### src/rtl/pow_token_responder.sv
// Golden start/end token responder: computes x^n mod 2^WIDTH by square-and-multiply,
// one exponent bit per clock, with a single token in flight.
module pow_token_responder #(
  parameter int unsigned WIDTH = 32,
  parameter int unsigned CNT_W = 16
) (
  input  logic             clk,
  input  logic             rst,
  input  logic             start_in,
  input  logic             start_valid,
  output logic             start_ready,
  input  logic [WIDTH-1:0] x_din,
  input  logic [WIDTH-1:0] n_din,
  output logic [WIDTH-1:0] end_out,
  output logic             end_valid,
  input  logic             end_ready,
  output logic             busy,
  output logic [CNT_W-1:0] done_count
);

  localparam logic [1:0] IDLE = 2'd0;
  localparam logic [1:0] RUN  = 2'd1;
  localparam logic [1:0] DONE = 2'd2;

  logic [1:0]       state_q, state_d;
  logic [WIDTH-1:0] b_q, b_d;
  logic [WIDTH-1:0] e_q, e_d;
  logic [WIDTH-1:0] r_q, r_d;
  logic [WIDTH-1:0] out_q, out_d;
  logic [CNT_W-1:0] cnt_q, cnt_d;
  logic [WIDTH-1:0] r_mul, b_sq;

  // The start payload is carried by the protocol but has no meaning here.
  logic unused_start_in;
  assign unused_start_in = start_in;

  assign r_mul = r_q * b_q;
  assign b_sq  = b_q * b_q;

  always_comb begin
    state_d = state_q;
    b_d     = b_q;
    e_d     = e_q;
    r_d     = r_q;
    out_d   = out_q;
    cnt_d   = cnt_q;
    case (state_q)
      IDLE: begin
        if (start_valid) begin
          b_d = x_din;
          e_d = n_din;
          r_d = {{(WIDTH-1){1'b0}}, 1'b1};
          if (n_din == '0) begin
            state_d = DONE;
            out_d   = {{(WIDTH-1){1'b0}}, 1'b1};
          end else begin
            state_d = RUN;
          end
        end
      end
      RUN: begin
        if (e_q[0]) r_d = r_mul;
        b_d = b_sq;
        e_d = e_q >> 1;
        // end_out is a separate register so it only changes when a result is ready.
        if ((e_q >> 1) == '0) begin
          state_d = DONE;
          out_d   = r_d;
        end
      end
      DONE: begin
        if (end_ready) begin
          state_d = IDLE;
          cnt_d   = cnt_q + 1'b1;
        end
      end
      default: state_d = IDLE;
    endcase
  end

  always_ff @(posedge clk or negedge rst) begin
    if (!rst) begin
      state_q <= IDLE;
      b_q     <= '0;
      e_q     <= '0;
      r_q     <= '0;
      out_q   <= '0;
      cnt_q   <= '0;
    end else begin
      state_q <= state_d;
      b_q     <= b_d;
      e_q     <= e_d;
      r_q     <= r_d;
      out_q   <= out_d;
      cnt_q   <= cnt_d;
    end
  end

  assign start_ready = (state_q == IDLE);
  assign end_valid   = (state_q == DONE);
  assign busy        = (state_q != IDLE);
  assign end_out     = out_q;
  assign done_count  = cnt_q;

endmodule

### config.mk
export PLATFORM = sky130hd
export DESIGN_NAME = pow_token_responder
export DESIGN_NICKNAME = d
export VERILOG_FILES = /design/src/rtl/pow_token_responder.sv
export SDC_FILE = /design/constraint.sdc
export NUM_CORES = 2
export LEC_CHECK = 0
export CORE_MARGIN = 2
export CORE_UTILIZATION = 42
export CTS_CLUSTER_DIAMETER = 60
export CTS_CLUSTER_SIZE = 14
export DETAILED_ROUTE_END_ITERATION = 7
export HOLD_SLACK_MARGIN = 0.15
export PLACE_DENSITY = 0.61
export SYNTH_ARGS = -nofsm -noshare
export SYNTH_HDL_FRONTEND = slang
export SYNTH_SLANG_ARGS = --single-unit
export TNS_END_PERCENT = 1
### constraint.sdc
create_clock -name clk -period 10.19 [get_ports clk]
set_clock_uncertainty 0.1 [all_clocks]
set_input_delay 1.019 -clock clk [delete_from_list [all_inputs] [get_ports clk]]
set_output_delay 1.019 -clock clk [all_outputs]
set_load 0.03 [all_outputs]
# After elaboration in Yosys (flattened, before gate mapping)
# Cells that the tools add are included.
# Widths: inputs -> output; s select.
totals:
  register_bits: 146
  inputBits: 69
  out_inout_bits: 51
  elab_cells: 40
op_classes:
  n_addsub: 1
  n_mul: 2
  eq_ne: 6
  n_mux: 16
  n_reduce_logical: 9
ops:
  columns: ["op", "count"]
  rows:
  - ["$pmux 32 s2", 4]
  - ["$mux 32", 7]
  - ["$logic_not 32->1", 2]
  - ["$mul 32x32->32", 2]
  - ["$add 16x1->16 const B", 1]
  - ["$mux 2", 4]
  - ["$pmux 2 s3", 1]
  - ["$ne 2x1->1 const B", 2]
  - ["$ne 2x2->1 const B", 2]
  - ["$reduce_and 2->1", 2]
  - ["$reduce_and 4->1", 1]
  - ["$reduce_bool 2->1", 2]
  - ["$reduce_and 3->1", 1]
  - ["$eq 2x1->1 const B", 1]
  - ["$eq 2x2->1 const B", 1]
  - ["$logic_not 2->1", 1]

# Longest topological paths before layout
depth:
  ltp_word: 4
  ltp_mapped: 28
  mapped_depth_nobuf: 26

# Worst setup path before layout
# OpenSTA, ideal clock, no wires.
synth_timing:
  path_type: "flip-flop to flip-flop"
  from: "register b_q[4]"
  to: "register b_q[26]"
  setup_time_ps: 136
  arrival_time_ps: 6873
  t_required_ps: 9954
  setup_slack_ps: 3081
  stages_incl_launch_ff: 26
  n_path_buf: 2
  period_less_slack_ps: 7109
  path_cell_list: "dfrtp_1 clkbuf_1 clkbuf_1 nand2_1 fa_1 inv_1 fa_1 inv_1 fa_1 fa_1 inv_1 fa_1 inv_1 fa_1 inv_1 fa_1 fa_1 ha_1 a21o_1 a21o_1 a21o_1 a31oi_1 o31ai_1 a2111o_1 a32oi_1 o21ai_0"
synth_via:
  elab_chain_len: 2
synth_rtl:
  columns: ["element", "line", "source"]
  rows:
  - ["start: declaration", "26", "logic [WIDTH-1:0] b_q, b_d;"]
  - ["start signal: assignment", "84", "b_q <= '0;"]
  - ["start signal: assignment", "91", "b_q <= b_d;"]
  - ["$mul 32x32->32", "38", "assign b_sq = b_q * b_q;"]
  - ["$pmux 32 s2", "47", "case (state_q)"]
# No other way between the ends.
# A chain may end at the register's enable or synchronous reset.

# Worst setup path in the final report
layout_timing:
  from: "register b_q[7]"
  to: "register out_q[30] (netlist: end_out[30])"
layout_via:
  elab_chain_len: 4
layout_rtl:
  columns: ["element", "line", "source"]
  rows:
  - ["$mul 32x32->32", "37", "assign r_mul = r_q * b_q;"]
  - ["$mux 32", "62", "if (e_q[0]) r_d = r_mul;"]
  - ["$mux 32", "66", "if ((e_q >> 1) == '0) begin"]
  - ["$pmux 32 s2", "47", null]
  - ["end signal: assignment", "94", "out_q <= out_d;"]
  - ["end: declaration", "29", "logic [WIDTH-1:0] out_q, out_d;"]
# No other way between the ends. The select of a mux whose other input is x is not followed.

==> qor.csv <==
stage,metric,value,unit
setup_path,Critical Path AT,8840,ps
detailed_routing,detailed-route wire length,94.7,mm
clock_tree,clock tree root driver cell,clkbuf_16,
clock_tree,clock insertion delay at the later pin of the skew report,480,ps
detailed_routing,vias after detailed routing,25300,
cells_and_area,final net count,4903,
synthesis,Post-synth top cells,"803 x inv_1, 775 x fa_1, 521 x nand2_1, 433 x and2_1, 251 x ha_1",
synthesis,synth warn,0,
place,count of buffers inserted at the top-level ports,118,
floorplan,die outline height,294,µm
place,RD Place Congestion,0.902,
setup_path,cell family with most CP delay,adder cells,
detailed_routing,Post-DRT Antenna Nets,0,
floorplan,Die Footprint,86400,µm²
setup_path,maximum cell stage delay along the critical path,1130,ps
setup_path,CP Launch Point,b_q[7],
setup_path,element type at the critical path end,register,
floorplan,row count,106,
clock_tree,TritonCTS clock tree,done,
cells_and_area,final non-filler cell area,38100,µm²
setup_path,cell count of the worst reg-to-reg path,24,
detailed_routing,drt via density,5.16,
cells_and_area,layout cells sized above 1,3.14,%
global_routing,Overflow after GRT,0,
detailed_routing,Detailed Route Iter0 Violations,1532,
clock_tree,post-CTS setup-driven buffer insertion count,0,
synthesis,portion of the post-synthesis area used by sequential elements,10.3,%
clock_tree,number of gates resized after cts,0,
run,max_cap viols,0,
floorplan,die extent in x,294,µm
floorplan,number of top-level pins,120,
timing,unrepaired setup endpoints after global routing,false,
synthesis,dominant register cell in the synthesized netlist,dfrtp_1,
global_routing,Tot GR Track Use,23.4,%
floorplan,core box area,83400,µm²
clock_tree,TritonCTS Sinks,146,
timing,post-route fraction of the period consumed by the critical path,84.2,%
place,HPWL Detailed,74.7,mm
synthesis,dominant cells by area after synthesis,"fa_1 44%, dfrtp_1 10%, ha_1 8.9%, inv_1 8.5%, and2_1 7.7%",
global_routing,via count of the first global-routing pass,27500,
timing,actual transition at the worst max-transition pin,1190,ps
setup_path,Reg2Reg Capture Point,end_out[30],
setup_path,most common cell type on the critical path,fa_1,
setup_path,cell with the biggest individual delay on the critical path,dfrtp_1,
setup_path,launch instance of the worst register-to-register path,b_q[7],
clock_tree,clock slew at reported path FFs,80,ps
clock_tree,deepest level of the CTS H-tree,4,
synthesis,Synth Net Count,4914,
synthesis,Post-Syn Instances,3819,
hold_path,Worst Hold Class,input pin to asynchronous set/reset pin,
outcome,run status,"complete, no violations",
synthesis,ys async rst share,100,%
synthesis,largest area contributor in the synthesized netlist,fa_1,
timing,Max-slew headroom,20.3,%
setup_path,type of the worst setup path,register to register,
setup_path,Worst Path Max Fanout,25,
place,Post-DP Area,37500,µm²
global_routing,pin count of the biggest net entering global routing,81,
timing,number of hold violations in the final report,0,
clock_tree,CTS Hold Bufs,0,
timing,Highest Clock Rate,117,MHz
setup_path,type of element launching the critical path,register,
synthesis,post-synthesis sequential element count,146,
synthesis,most instantiated library cell after synthesis,inv_1,
setup_path,setup slack of the worst register-to-register path,1610,ps
synthesis,mean instance size in the synthesized netlist,9.25,µm²
timing,time the worst path needs with I/O delays and setup,8580,ps
detailed_routing,routed length per instance,19.3,µm
detailed_routing,count of TritonRoute iterations in the first routing pass,5,
timing,"Setup violations, final",0,
global_routing,global-route wire length before repair,155,mm
floorplan,Initial Utilization,42.3,%
setup_path,WP data required,10450,ps
synthesis,number of enable flip-flop cells after synthesis,0,
setup_path,crit path cell chain,buf_4 > and2_1 > fa_1 > fa_1 > fa_1 > inv_1 > fa_1 > inv_1 > fa_1 > inv_1 > fa_1 > inv_1 > fa_1 > fa_1 > ha_1 > nand3_1 > nor4_1 > nand2_1 > nor4_1 > o221ai_1 > a21oi_1 > xnor2_1 > a211oi_1 > a21o_1,
synthesis,post-synthesis cell area,35300,µm²
synthesis,area share of the leading cell type in the synthesized netlist,43.9,%
timing,setup tns final,0,ps
cells_and_area,Layout area overhead,8.00,%
setup_path,combined buffer and inverter count along the critical path,5,
clock_tree,number of buffers created by CTS,17,
detailed_routing,DRC Markers,0,
synthesis,"Distinct cells, synth",59,
timing,final slew viol count,0,
global_routing,initial antenna violation count,2,
clock_tree,maximum buffer depth of the clock tree,2,
layout make-up:
type,count,area [µm²]
fillers,8054,45300
repair buffers,174,1600
clock buffers,17,425
inverters,803,3010
multi-input cells,2666,27900
well taps,1080,1350
diodes,2,5.00
flip-flops and latches,146,3660
clock inverters,15,165
logic make-up (layout without fill, tap and decap cells):
group	after synthesis	after routing	share of synthesized area, %
xor+xnor	144	144	3.61
compound gates	327	327	6.03
mux	19	19	0.556
buf+inv	1007	1009	10.7
fa+ha+maj	1026	1026	52.8
simple gates	1150	1150	15.9
other cells	0	2	0
flops	146	146	10.3
state kept, by name, summed over array words and instances (netlist names):
| name | count |
|---|---|
| end_out | 32 |
| done_count | 16 |
| b_q | 32 |
| state_q | 2 |
| r_q | 32 |
| e_q | 32 |
through the flow:
stage	worst slack (ps)	cells	util [%]	hold WS, ps
floorplan	3080	3819	-	373
CTS	1630	4901	45.7	371
finish	1610	4903	45.7	367
global placement	1710	4869	45.0	364
global route	1260	4901	45.7	387
detailed placement	1650	4869	45.0	367
per-layer routing:
metal  wire [µm]  part of all wire [%]  track usage [%]
met2       43200                    46             36.8
met4        2340                   2.5             6.30
met5          12                 0.013                0
met3        7350                   7.8             5.05
met1       41800                    44             32.7
worst max-delay path by stage:
| stage | depth (start not counted) | to | slack (ps) |
|---|---|---|---|
| 3_5_place_dp | 22 | end_out[30] | 1650 |
| 6_report | 24 | end_out[30] | 1610 |
| 3_3_place_gp | 24 | end_out[30] | 1710 |
| 5_1_grt | 24 | end_out[30] | 1260 |
| 2_1_floorplan | 25 | b_q[26] | 3080 |
| 4_1_cts | 22 | end_out[30] | 1630 |
cells in the final DEF, fill, tap and decap left out, types with 5 or more instances in the layout:
cell and count:
clkbuf_16 17, xnor2_1 109, dfrtp_2 8, nor4_1 19, nor3_1 13, nand2b_1 7
nand3_1 15, nand4_1 9, mux2i_1 14, inv_6 6, o221ai_1 5, a21o_1 32
dfrtp_1 138, a31oi_1 39, o22ai_1 13, and3_1 10, a21oi_1 62, fa_1 775
nand2_1 520, o21ai_0 82, o31ai_1 10, clkdlybuf4s50_1 117, a22o_1 5, buf_4 56
ha_1 251, nor2_1 92, o211ai_1 8, o21a_1 17, and2_1 433, inv_1 803
mux2_2 5, nor2b_1 12, xor2_1 34, a211oi_1 10, o21bai_1 6, or3_1 9
Power is not shown: default switching activity piles up to over one toggle a cycle in this logic, so the estimate is an artifact.
